==> config.mk <==
export PLATFORM = sky130hd
export DESIGN_NAME = motor3_commutator
export DESIGN_NICKNAME = d
export VERILOG_FILES = /design/src/rtl/motor3_pkg.sv /design/src/rtl/motor3_deadtime_cnt.sv /design/src/rtl/motor3_commutator.sv
export SDC_FILE = /design/constraint.sdc
export NUM_CORES = 1
export LEC_CHECK = 0
export CORE_MARGIN = 2
export CORE_UTILIZATION = 60
export DETAILED_ROUTE_END_ITERATION = 6
export PLACE_DENSITY_LB_ADDON = 0.1
export SYNTH_ARGS = -nofsm -noshare
export SYNTH_HDL_FRONTEND = slang
export SYNTH_SLANG_ARGS = --single-unit
==> constraint.sdc <==
create_clock -name clki -period 6.6 [get_ports clki]
set_input_delay 1.32 -clock clki [delete_from_list [all_inputs] [get_ports clki]]
set_output_delay 1.32 -clock clki [all_outputs]
set_load 0.05 [all_outputs]
==> src/rtl/motor3_pkg.sv <==
// motor3_pkg: shared phase codes, FSM state encoding and the six-step
// commutation table for the three-phase commutator.
// Optional feature macro: MOTOR3_BRAKE_EN adds the BRAKE state.
package motor3_pkg;

  // Half-bridge drive codes; code 3 is never produced.
  localparam logic [1:0] FLOAT = 2'd0;
  localparam logic [1:0] DOWN  = 2'd1;
  localparam logic [1:0] UP    = 2'd2;

  typedef enum logic [1:0] {
    IDLE  = 2'd0,
    DEAD  = 2'd1,
`ifdef MOTOR3_BRAKE_EN
    DRIVE = 2'd2,
    BRAKE = 2'd3
`else
    DRIVE = 2'd2
`endif
  } state_t;

  typedef struct packed {
    logic [1:0] a;
    logic [1:0] b;
    logic [1:0] c;
  } phaseSet_t;

  localparam phaseSet_t ALL_FLOAT = '{a: FLOAT, b: FLOAT, c: FLOAT};
  localparam phaseSet_t ALL_DOWN  = '{a: DOWN,  b: DOWN,  c: DOWN};

  // Six-step table; indices 6 and 7 are unreachable and float everything.
  function automatic phaseSet_t stepCodes(input logic [2:0] idx);
    phaseSet_t codes;
    case (idx)
      3'd0:    codes = '{a: UP,    b: DOWN,  c: FLOAT};
      3'd1:    codes = '{a: UP,    b: FLOAT, c: DOWN};
      3'd2:    codes = '{a: FLOAT, b: UP,    c: DOWN};
      3'd3:    codes = '{a: DOWN,  b: UP,    c: FLOAT};
      3'd4:    codes = '{a: DOWN,  b: FLOAT, c: UP};
      3'd5:    codes = '{a: FLOAT, b: DOWN,  c: UP};
      default: codes = ALL_FLOAT;
    endcase
    return codes;
  endfunction

  // Neighbouring step index with wrap at both ends of 0..5.
  function automatic logic [2:0] nextStep(input logic [2:0] idx, input logic dir);
    logic [2:0] nxt;
    if (!dir) begin
      nxt = (idx == 3'd5) ? 3'd0 : idx + 3'd1;
    end else begin
      nxt = (idx == 3'd0) ? 3'd5 : idx - 3'd1;
    end
    return nxt;
  endfunction

endpackage

==> src/rtl/motor3_deadtime_cnt.sv <==
// motor3_deadtime_cnt: 8-bit down-counter timing the dead interval.
// Loading sets the start value; it then decrements and parks at zero.
module motor3_deadtime_cnt (
  input  logic       clki,
  input  logic       rsti,
  input  logic       load,
  input  logic [7:0] value,
  output logic       done
);

  logic [7:0] cnt_q;
  logic [7:0] cnt_d;

  // Load takes priority; otherwise count down and stop at zero without wrapping.
  always_comb begin
    cnt_d = cnt_q;
    if (load) begin
      cnt_d = value;
    end else if (cnt_q != 8'd0) begin
      cnt_d = cnt_q - 8'd1;
    end
  end

  // Counter register with synchronous reset to zero.
  always_ff @(posedge clki) begin
    if (rsti) begin
      cnt_q <= 8'd0;
    end else begin
      cnt_q <= cnt_d;
    end
  end

  assign done = (cnt_q == 8'd0);

endmodule

==> src/rtl/motor3_commutator.sv <==
// motor3_commutator: six-step BLDC commutation sequencer with dead-time
// insertion, one-deep step request buffering and a sticky overrun flag.
// Optional feature macro: MOTOR3_BRAKE_EN adds brakei and a low-side BRAKE state.
module motor3_commutator
  import motor3_pkg::*;
#(
  parameter int unsigned DEAD_CYC = 16
) (
  input  logic       clki,
  input  logic       rsti,
  input  logic       enablei,
  input  logic       diri,
  input  logic       stepi,
`ifdef MOTOR3_BRAKE_EN
  input  logic       brakei,
`endif
  output logic [1:0] phAO,
  output logic [1:0] phBO,
  output logic [1:0] phCO,
  output logic [2:0] stepIdxO,
  output logic       busyO,
  output logic       overrunO
);

  // The counter starts one below the interval so that DEAD lasts DEAD_CYC cycles.
  localparam logic [7:0] DEAD_LOAD = 8'(DEAD_CYC - 1);

  state_t     state_q,   state_d;
  phaseSet_t  phase_q,   phase_d;
  logic [2:0] stepIdx_q, stepIdx_d;
  logic [2:0] target_q,  target_d;
  logic       pending_q, pending_d;
  logic       overrun_q, overrun_d;
`ifdef MOTOR3_BRAKE_EN
  logic       brakeTarget_q, brakeTarget_d;
`endif

  logic      cntLoad;
  logic      cntDone;
  phaseSet_t nxtCodes;

  motor3_deadtime_cnt u_deadCnt (
    .clki  (clki),
    .rsti  (rsti),
    .load  (cntLoad),
    .value (DEAD_LOAD),
    .done  (cntDone)
  );

  // Codes of the neighbouring step in the currently requested direction.
  assign nxtCodes = stepCodes(nextStep(stepIdx_q, diri));

  // State and datapath registers; reset wins over everything, even mid-DEAD.
  always_ff @(posedge clki) begin
    if (rsti) begin
      state_q   <= IDLE;
      phase_q   <= ALL_FLOAT;
      stepIdx_q <= 3'd0;
      target_q  <= 3'd0;
      pending_q <= 1'b0;
      overrun_q <= 1'b0;
`ifdef MOTOR3_BRAKE_EN
      brakeTarget_q <= 1'b0;
`endif
    end else begin
      state_q   <= state_d;
      phase_q   <= phase_d;
      stepIdx_q <= stepIdx_d;
      target_q  <= target_d;
      pending_q <= pending_d;
      overrun_q <= overrun_d;
`ifdef MOTOR3_BRAKE_EN
      brakeTarget_q <= brakeTarget_d;
`endif
    end
  end

  // Next-state logic; every entry to DEAD reloads the dead-time counter.
  always_comb begin
    state_d = state_q;
    cntLoad = 1'b0;
    if (!enablei) begin
      state_d = IDLE;
    end else begin
      case (state_q)
        IDLE: begin
          state_d = DEAD;
          cntLoad = 1'b1;
        end
        DEAD: begin
`ifdef MOTOR3_BRAKE_EN
          if (cntDone) state_d = brakeTarget_q ? BRAKE : DRIVE;
`else
          if (cntDone) state_d = DRIVE;
`endif
        end
        DRIVE: begin
`ifdef MOTOR3_BRAKE_EN
          if (brakei || stepi || pending_q) begin
`else
          if (stepi || pending_q) begin
`endif
            state_d = DEAD;
            cntLoad = 1'b1;
          end
        end
`ifdef MOTOR3_BRAKE_EN
        BRAKE: begin
          if (!brakei) begin
            state_d = DEAD;
            cntLoad = 1'b1;
          end
        end
`endif
        default: state_d = IDLE;
      endcase
    end
  end

  // Phase codes, step index, request buffer and overrun flag for the next cycle.
  always_comb begin
    phase_d   = phase_q;
    stepIdx_d = stepIdx_q;
    target_d  = target_q;
    pending_d = pending_q;
    overrun_d = overrun_q;
`ifdef MOTOR3_BRAKE_EN
    brakeTarget_d = brakeTarget_q;
`endif
    if (!enablei) begin
      phase_d   = ALL_FLOAT;
      pending_d = 1'b0;
    end else begin
      case (state_q)
        IDLE: begin
          phase_d   = ALL_FLOAT;
          target_d  = stepIdx_q;
          pending_d = 1'b0;
`ifdef MOTOR3_BRAKE_EN
          brakeTarget_d = 1'b0;
`endif
        end
        DEAD: begin
`ifdef MOTOR3_BRAKE_EN
          if (stepi && !brakeTarget_q) begin
`else
          if (stepi) begin
`endif
            if (pending_q) overrun_d = 1'b1;
            else           pending_d = 1'b1;
          end
          if (cntDone) begin
`ifdef MOTOR3_BRAKE_EN
            if (brakeTarget_q) begin
              phase_d   = ALL_DOWN;
              pending_d = 1'b0;
            end else begin
              stepIdx_d = target_q;
              phase_d   = stepCodes(target_q);
            end
`else
            stepIdx_d = target_q;
            phase_d   = stepCodes(target_q);
`endif
          end
        end
        DRIVE: begin
`ifdef MOTOR3_BRAKE_EN
          if (brakei) begin
            phase_d       = ALL_FLOAT;
            brakeTarget_d = 1'b1;
            pending_d     = 1'b0;
          end else
`endif
          if (stepi || pending_q) begin
            target_d  = nextStep(stepIdx_q, diri);
            phase_d.a = (phase_q.a == nxtCodes.a) ? phase_q.a : FLOAT;
            phase_d.b = (phase_q.b == nxtCodes.b) ? phase_q.b : FLOAT;
            phase_d.c = (phase_q.c == nxtCodes.c) ? phase_q.c : FLOAT;
            pending_d = pending_q && stepi;
          end
        end
`ifdef MOTOR3_BRAKE_EN
        BRAKE: begin
          if (!brakei) begin
            phase_d       = ALL_FLOAT;
            target_d      = stepIdx_q;
            brakeTarget_d = 1'b0;
          end
        end
`endif
        default: phase_d = ALL_FLOAT;
      endcase
    end
  end

  assign phAO     = phase_q.a;
  assign phBO     = phase_q.b;
  assign phCO     = phase_q.c;
  assign stepIdxO = stepIdx_q;
  assign busyO    = (state_q == DEAD);
  assign overrunO = overrun_q;

endmodule

==> results of run 1 <==
## flip-flops by register name, summed over array words and instances (netlist names)
signal / cells
u_deadCnt.cnt_q: 8
stepIdxO: 3
target_q: 3
phAO: 2
phBO: 2
phCO: 2
state_q: 2
overrunO: 1
pending_q: 1
## worst max-delay path by stage
stage / startpoint / end / slack (ns) / cells past startpoint
3_5_place_dp: diri / phAO[1] / 2.92 / 7
3_3_place_gp: diri / phBO[1] / 3.03 / 7
6_report: state_q[1] / busyO / 3.17 / 3
2_1_floorplan: stepIdxO[1] / phAO[1] / 3.66 / 11
5_1_grt: state_q[1] / busyO / 3.05 / 3
4_1_cts: state_q[1] / busyO / 3.15 / 3
## metal layers
layer / vias to the layer above / wire length, um / GRT usage
met5: - / 0 / 0
met4: 0 / 66 / 0.103
met3: 7 / 141 / 0.0268
met2: 41 / 2020 / 0.446
met1: 773 / 1740 / 0.323
li1: 831 / - / -
## report_power, final
group | leakage (nW) | switching [mW] | internal, mW
Combinational | 0.541 | 0.0457 | 0.0349
Clock | 0.0279 | 0.0450 | 0.0615
Sequential | 0.195 | 0.00843 | 0.153
Total | 0.764 | 0.0991 | 0.250
## worst reg2reg max path: cells and delay by family (launching register included)
kind	cells	cell delay, ns
and+or+nand+nor	5	1.18
DFF	1	0.82
adders and majority gates	1	0.43
AOI/OAI and AO/OA	1	0.18
muxes	1	0.13
## stage by stage
stage / cells / total power [mW] / setup WS, ns / utilization
floorplan: 227 / 0.227 / 3.66 / -
global placement: 259 / 0.240 / 3.03 / 0.684
finish: 263 / 0.349 / 3.17 / 0.703
detailed placement: 259 / 0.245 / 2.92 / 0.684
CTS: 263 / 0.352 / 3.15 / 0.703
global route: 263 / 0.369 / 3.05 / 0.703
## final cells by class
| class | count | area [sq um] |
|---|---|---|
| repair buffers | 15 | 150 |
| fillers | 238 | 818 |
| clock buffers | 3 | 22.5 |
| multi-input cells | 181 | 1190 |
| flip-flops and latches | 24 | 480 |
| clock inverters | 1 | 30.0 |
| well taps | 31 | 38.8 |
| inverters | 8 | 30.0 |
## placed cells by master (no fill, tap or decap), types with 3 or more instances in the layout
cell type / instances
nor2_1: 24
dfxtp_1: 24
nand2_1: 19
a21oi_1: 17
clkdlybuf4s50_1: 15
nor2b_1: 12
o21ai_0: 12
inv_1: 8
mux2i_1: 8
ha_1: 7
nand2b_1: 6
nand3_1: 6
or3_1: 5
xnor2_1: 5
xor2_1: 4
nor3_1: 4
nor3b_1: 4
and3b_1: 3
nor3_2: 3
clkbuf_4: 3
## kinds of logic (layout without fill, tap and decap cells)
logic type               count (synthesis)  in the layout  synth area share
AO/OA/AOI/OAI                           51             51             0.188
XOR/XNOR                                 9              9            0.0449
adder cells (fa/ha/maj)                  7              7            0.0499
buffers and inverters                   22             27            0.0499
flip-flops                              24             24             0.274
multiplexers                             8              8            0.0456
AND/OR/NAND/NOR                        106            106             0.348
==> results.ini, run 1 <==
[critical_path]
cp.arrival_ns = 2.11
r2r_start = stepIdxO[0]
crit_buf_inv = 2
cp_top_family = buffers and inverters
worst_setup_path_end_kind = primary output
critical_path_required_ns = 5.28
critical_path.slowest_cell = clkdlybuf4s50_1
cp-start-kind = flop
r2r_slack_ns = 3.76
cp_max_fo = 14
rr_worst_depth = 8
crit_chain = inv_1 -> ha_1 -> clkdlybuf4s50_1
max_stage_delay_ns = 0.89
reg2reg_to = phAO[1]
path_class = flop to primary output

[die]
fp-row-count = 19
start_util = 0.637
ios = 16
core_area_sq_um = 2760
fp.dieH_um = 58.1
die_w_um = 58.1
die_area_sq_um = 3370

[flow_run]
maxCapViolations = 0

[cts]
cts.clk_slew.worst_paths_ns = 0.13
cts_tree = done
post_cts_buffers = 0
cts_hold_buf = 0
insertion_delay_ns = 0.32
cts_max_path_buffers = 2
cts_root_buffer = clkbuf_4
cts_max_level = 1
cts_resized = 0
cts_sinks = 24
numCtsBuffers = 3

[worst_hold_path]
hold_path_end = overrunO
hp-class = flop to flop
hold_path_depth = 2
min_from = overrunO

[synthesis]
synth.avg_cell_area_sq_um = 7.73
synthCells = 227
synthTopCellsByCount = dfxtp_1 (24), nor2_1 (24), nand2_1 (19)
synth-edff-count = 0
async_flop_share = 0
synth_top_cell_by_area = dfxtp_1
mappedNetlistArea_sq_um = 1760
ys.flop_type = dfxtp_1
yosys_warnings = 0
ys_top_cells_by_area = dfxtp_1 (27%), nor2_1 (5.1%), ha_1 (5.0%)
synth_top_area_frac = 0.274
syn_nets = 239
netlist-cell-type-count = 50
synth-seq-cells = 24
synth_sequential_area_ratio = 0.274

[grt]
overflow = 0
antenna_found_initial = 0
grtUsageTotal = 0.256
grt_max_degree = 25
grt_pass1_vias = 1549
grt_pass1_wl_mm = 6.77

[timing]
tightest_slew_ns = 0.845
hold_viol_final = 0
drv_slew = 0
tns_ns = 0
setup_violations = 0
period_minus_slack_ns = 3.43
fin_hold_ws_ns = 0.497
final.period_utilization = 0.520
max_freq_ghz = 0.291
relSlewSlack = 0.435
rsz0062_at_grt = no
clock_skew_ns = 0.00422

[detailed_routing]
dr_total_vias = 1652
wl_mm = 3.97
avgRoutedWirePerCell_um = 15.1
first_iter_violations = 74
postRouteAntennaNets = 0
first_pass_iters = 4
vias_per_cell = 6.28
drcViolationCount = 0

[layout]
finalInstanceArea_sq_um = 1940
syn2layout_area_growth_pct = 10.5
antenna_cells = 0
drive_gt1_frac = 0.0474
nNetsFinal = 245

[pwr]
vdd_ir_drop_max_mv = 0.162
powerDensity_nw_per_um2 = 180
power_leakage_nw = 0.764

[placement]
io_buffers = 15
gp_congestion = 0.972
placed_area_sq_um = 1890
dp_hpwl_mm = 2.96

[status]
outcome = finished clean

No activity file was read; power rests on OpenSTA's default activity.
==> run 2, diff against run 1 <==
--- a/config.mk
+++ b/config.mk
@@ -6,7 +6,7 @@
 export NUM_CORES = 1
 export LEC_CHECK = 0
 export CORE_MARGIN = 2
-export CORE_UTILIZATION = 60
+export CORE_UTILIZATION = 52
 export DETAILED_ROUTE_END_ITERATION = 6
 export PLACE_DENSITY_LB_ADDON = 0.1
 export SYNTH_ARGS = -nofsm -noshare
==> constraint.sdc (replaced) <==
create_clock -name clki -period 2.87 [get_ports clki]
set_input_delay 0.574 -clock clki [delete_from_list [all_inputs] [get_ports clki]]
set_output_delay 0.574 -clock clki [all_outputs]
set_load 0.05 [all_outputs]
==> run 2 against run 1 <==
Net effect:
- sequential power up 130%
- setup slack worse by 3.0 ns
- total power up 130%
- register-to-register slack worse by 3.1 ns
- highest routed layer unchanged
- clock skew up 0.0043 ns
- largest power group unchanged
- largest cell class unchanged
- first-iteration DRC count rose to 3.2 times the previous value
- final cell count up 8.7%
==> results.ini, run 2 (synthesized netlist as in run 1, its figures left out) <==
[detailed_routing]
first_pass_iters = 4  ; unchanged
postRouteAntennaNets = 0  ; unchanged
wl_mm = 4.14  ; +4.2%
top_layer_used = met4
drcViolationCount = 0  ; unchanged
first_iter_violations = 236  ; +220%
wl_met3_um = 84  ; -40%
dr_total_vias = 1696  ; +2.7%
avgRoutedWirePerCell_um = 14.5  ; -4.1%
wl_met1_mm = 1.84  ; +5.8%
vias_per_cell = 5.93  ; -5.6%
wl_met2_mm = 2.14  ; +5.6%

[flow_run]
maxCapViolations = 0  ; unchanged

[grt]
antenna_found_initial = 0  ; unchanged
grt_pass1_vias = 1628  ; +5.1%
grt_max_degree = 24  ; -4.0%
overflow = 0  ; unchanged
grt_pass1_wl_mm = 7.31  ; +8.0%
grtUsageTotal = 0.228  ; -0.0281

[cts]
cts_resized = 0  ; unchanged
cts_max_level = 1  ; unchanged
cts_max_path_buffers = 2  ; unchanged
cts_hold_buf = 0  ; unchanged
numCtsBuffers = 3  ; unchanged
post_cts_buffers = 0  ; unchanged
cts_sinks = 24  ; unchanged
cts_root_buffer = clkbuf_4
cts_tree = done
insertion_delay_ns = 0.32  ; about the same
cts.clk_slew.worst_paths_ns = 0.14  ; about the same

[timing]
drv_slew = 0  ; unchanged
tightest_slew_ns = 0.599  ; -0.247 ns
hold_viol_final = 0  ; unchanged
setup_violations = 0  ; unchanged
fin_hold_ws_ns = 0.502  ; +0.00496 ns
final.period_utilization = 0.948
period_minus_slack_ns = 2.72
max_freq_ghz = 0.367
clock_skew_ns = 0.00851  ; +0.00429 ns
relSlewSlack = 0.596  ; +0.161
tns_ns = 0  ; unchanged
rsz0062_at_grt = no

[critical_path]
cp.arrival_ns = 2.15  ; +0.04 ns
cp-start-kind = flop
critical_path_required_ns = 2.30  ; -2.98 ns
path_class = flop to primary output
cp_top_family = buffers and inverters
crit_buf_inv = 2  ; unchanged
worst_setup_path_end_kind = primary output
cp_max_fo = 14  ; unchanged
crit_chain = inv_1 -> ha_1 -> clkdlybuf4s50_1
critical_path.slowest_cell = clkdlybuf4s50_1
max_stage_delay_ns = 0.90  ; about the same

[die]
fp.dieH_um = 62.1  ; +6.9%
die_w_um = 62.1  ; +6.9%
start_util = 0.534  ; -0.102
core_area_sq_um = 3280  ; +19%
fp-row-count = 21  ; +2
ios = 16  ; unchanged
die_area_sq_um = 3860  ; +14%

[layout]
largest_reg_flops = 8  ; unchanged
nNetsFinal = 253  ; +3.3%
antenna_cells = 0  ; unchanged
nFillCells = 303  ; +27%
drive_gt1_frac = 0.0833  ; +0.0359
syn2layout_area_growth_pct = 15.0
final_cell_mix = nor2_1 (24), dfxtp_1 (23), nand2_1 (19)
final_common_cell = nor2_1
regMostFlops = u_deadCnt.cnt_q

[placement]
io_buffers = 15  ; unchanged
gp_congestion = 0.888  ; -8.6%
dp_hpwl_mm = 3.05  ; +2.8%

[worst_hold_path]
hp-class = flop to flop

[status]
outcome = finished clean

[pwr]
vdd_ir_drop_max_mv = 0.300  ; +85%
power_leakage_nw = 0.806  ; +5.5%
powerDensity_nw_per_um2 = 402  ; +120%

run 2: tightest hold or removal path, stage by stage (launching register included):
cell	delay [ns]
dfxtp_1	0.36
nand2_1	0.06
mux2i_1	0.05
run 2: path summary, 6_finish.rpt:
path / cells after the start / end / slack, ns / start
setup reg to reg: 8 / phAO[1] / 0.64 / stepIdxO[2]
hold / removal: 2 / phAO[1] / 0.50 / phAO[1]
hold reg to reg: 2 / phAO[1] / 0.50 / phAO[1]
setup / recovery: 3 / busyO / 0.15 / state_q[1]
run 2: metrics by stage:
| step | setup WS (ns) | power [mW] | area (sq um) | utilization | instances |
|---|---|---|---|---|---|
| finish | 0.148 | 0.813 | 2020 | 0.615 | 286 |
| global route | 0.0263 | 0.860 | 2020 | 0.615 | 286 |
| CTS | 0.159 | 0.819 | 2020 | 0.615 | 286 |
| detailed placement | 0.112 | 0.570 | 1970 | 0.599 | 282 |
| global placement | 0.169 | 0.559 | 1970 | 0.599 | 282 |
| floorplan | 0.0401 | 0.522 | 1760 | - | 227 |
run 2: routing by layer:
| layer | GRT usage | vias up |
|---|---|---|
| met2 | 0.412 | 31 |
| met3 | 0.0236 | 9 |
| met1 | 0.279 | 813 |
| met4 | 0.0889 | 0 |
| met5 | 0 | - |
| li1 | - | 843 |
run 2: layout make-up:
cell class,count,area (sq um),area share
clock buffer,3,22.5,0.0112
clock inverter,1,30.0,0.0149
inverter,8,30.0,0.0149
multi-input combinational,181,1190,0.588
sequential,24,482,0.239
tap,46,57.6,0.0285
timing repair buffer,23,210,0.104
run 2: power breakdown:
part | leakage [nW] | switching [mW] | internal [mW] | total, mW
sequential | 0.196 | 0.0194 | 0.353 | 0.372
clock | 0.0279 | 0.107 | 0.141 | 0.248
combinational | 0.582 | 0.108 | 0.0839 | 0.192
total | 0.806 | 0.235 | 0.578 | 0.813
==> run 3, diff against run 2 <==
--- a/config.mk
+++ b/config.mk
@@ -8,6 +8,7 @@
 export CORE_MARGIN = 2
 export CORE_UTILIZATION = 52
 export DETAILED_ROUTE_END_ITERATION = 6
+export GPL_ROUTABILITY_DRIVEN = 0
 export PLACE_DENSITY_LB_ADDON = 0.1
 export SYNTH_ARGS = -nofsm -noshare
 export SYNTH_HDL_FRONTEND = slang
==> run 3 against run 2 <==
Net effect:
- sequential power hardly changed
- sequential cell count is the same
- non-clock buffer count unchanged
- critical path type unchanged
- critical endpoint unchanged
==> results.ini, run 3 (synthesized netlist as in run 1, its figures left out) <==
[status]
outcome = finished clean

[pwr]
powerDensity_nw_per_um2 = 358  ; -11%
p_sw_uw = 227  ; -3.4%
switching_share = 0.318  ; +0.0292
power_leakage_nw = 0.791  ; -1.8%
p_int_uw = 486  ; -16%
p_clk_frac = 0.207  ; -0.098
finalPower_uw = 713  ; -12%
combPwrFrac = 0.271  ; +0.034
seqPwrFrac = 0.522  ; +0.064
vdd_ir_drop_max_mv = 0.315  ; +4.9%

[detailed_routing]
postRouteAntennaNets = 0  ; unchanged
vias_per_cell = 5.85  ; -1.3%
dr_total_vias = 1668  ; -1.7%
first_iter_violations = 212  ; -10%
drcViolationCount = 0  ; unchanged
first_pass_iters = 4  ; unchanged
avgRoutedWirePerCell_um = 14.5  ; +0.21%
wl_mm = 4.13  ; -0.15%

[grt]
overflow = 0  ; unchanged
grt_max_degree = 24  ; unchanged
grt_pass1_wl_mm = 7.02  ; -3.9%
grt_pass1_vias = 1592  ; -2.2%
antenna_found_initial = 0  ; unchanged
grtUsageTotal = 0.220  ; -0.00857

[timing]
max_freq_ghz = 0.368  ; +0.15%
period_minus_slack_ns = 2.72  ; -0.00394 ns
rsz0062_at_grt = no
final.period_utilization = 0.947  ; -0.00137
drv_slew = 0  ; unchanged
clock_skew_ns = 0.00839  ; -0.000127 ns
tns_ns = 0  ; unchanged
hold_viol_final = 0  ; unchanged
setup_violations = 0  ; unchanged
setup_ws_ns = 0.152  ; +0.00394 ns
tightest_slew_ns = 0.540  ; -0.0585 ns
relSlewSlack = 0.636  ; +0.0394
fin_hold_ws_ns = 0.507  ; +0.00458 ns

[critical_path]
rr_worst_depth = 8  ; unchanged
cp-start-kind = flop
max_stage_delay_ns = 0.89  ; about the same
r2r_slack_ns = 0.63  ; about the same
reg2reg_to = phAO[0]
cp_max_fo = 14  ; unchanged
cp_top_family = buffers and inverters
r2r_start = stepIdxO[2]
critical_path.slowest_cell = clkdlybuf4s50_1
worst_setup_path_end_kind = primary output
path_class = flop to primary output
crit_buf_inv = 2  ; unchanged
crit_chain = inv_1 -> ha_1 -> clkdlybuf4s50_1
cp.arrival_ns = 2.14  ; about the same
critical_path_required_ns = 2.30  ; about the same

[cts]
numCtsBuffers = 3  ; unchanged
cts.clk_slew.worst_paths_ns = 0.13  ; about the same
cts_tree = done
cts_max_level = 1  ; unchanged
cts_hold_buf = 0  ; unchanged
cts_sinks = 24  ; unchanged
cts_max_path_buffers = 2  ; unchanged
insertion_delay_ns = 0.32  ; about the same
cts_resized = 0  ; unchanged
post_cts_buffers = 0  ; unchanged
cts_root_buffer = clkbuf_4

[layout]
drive_gt1_frac = 0.0795  ; -0.00384
syn2layout_area_growth_pct = 13.3
final_cell_mix = nor2_1 (24), dfxtp_1 (23), nand2_1 (19)
regMostFlops = u_deadCnt.cnt_q
final_common_cell = nor2_1
antenna_cells = 0  ; unchanged
nNetsFinal = 253  ; unchanged
largest_reg_flops = 8  ; unchanged
finalInstanceArea_sq_um = 1990  ; -1.5%

[die]
fp-row-count = 21  ; unchanged
core_area_sq_um = 3280  ; unchanged
die_w_um = 62.1  ; unchanged
die_area_sq_um = 3860  ; unchanged
ios = 16  ; unchanged
start_util = 0.534  ; unchanged
fp.dieH_um = 62.1  ; unchanged

[placement]
dp_slack_ns = 0.150  ; +0.0373 ns
io_buffers = 15  ; unchanged
placed_area_sq_um = 1970  ; unchanged
dp_hpwl_mm = 3.10  ; +1.9%

[worst_hold_path]
hold_path_end = overrunO
hp-class = flop to flop
min_from = overrunO
hold_path_depth = 2  ; unchanged

[flow_run]
maxCapViolations = 0  ; unchanged

-- run 3: cell count changes in the layout (fill, tap and decap cells not counted) --
cell	previous run	this run
bufinv_16	1	0
-- run 3: cell type report --
type | count | area (sq um)
timing repair buffer | 23 | 210
multi-input combinational | 181 | 1190
inverter | 8 | 30.0
sequential | 24 | 482
tap | 46 | 57.6
fill | 301 | 1290
clock buffer | 3 | 22.5
-- run 3: metrics by stage --
stage,instances,util
finish,285,0.606
global route,285,0.606
CTS,285,0.606
detailed placement,282,0.599
global placement,282,0.599
floorplan,227,-
-- run 3: routing by layer --
layer  share of wire  up-vias  GRT usage  routed length (um)
li1                -      842          -                   -
met1            0.45      790      0.265                1840
met2            0.52       30      0.393                2140
met3           0.026        6     0.0217                 107
met4           0.010        0      0.103                  43
met5               0        -          0                   0
-- run 3: how the worst max path moves through the flow --
stage | to | slack (ns) | cells after the start | start
final | busyO | 0.15 | 3 | state_q[1]
after global routing | busyO | 0.05 | 3 | state_q[1]
after CTS | busyO | 0.15 | 3 | state_q[1]
after detailed placement | phBO[1] | 0.15 | 7 | diri
after global placement | phAO[0] | 0.22 | 7 | diri
after floorplan | phAO[1] | 0.04 | 10 | stepIdxO[0]
-- run 3: power by group through the flow --
stage	Combinational, mW	Clock (mW)	Sequential, mW
2_1_floorplan	0.145	0	0.377
3_3_place_gp	0.183	0	0.377
3_5_place_dp	0.191	0	0.379
4_1_cts	0.192	0.151	0.372
5_1_grt	0.217	0.163	0.376
6_report	0.193	0.148	0.372
-- run 3: worst reg2reg max path: cells and delay by family, from the launching register on --
kind	cells	cell delay, ns
buf+inv	1	0.07
simple gates	4	0.97
fa+ha+maj	1	0.41
compound gates	2	0.35
flops	1	0.35
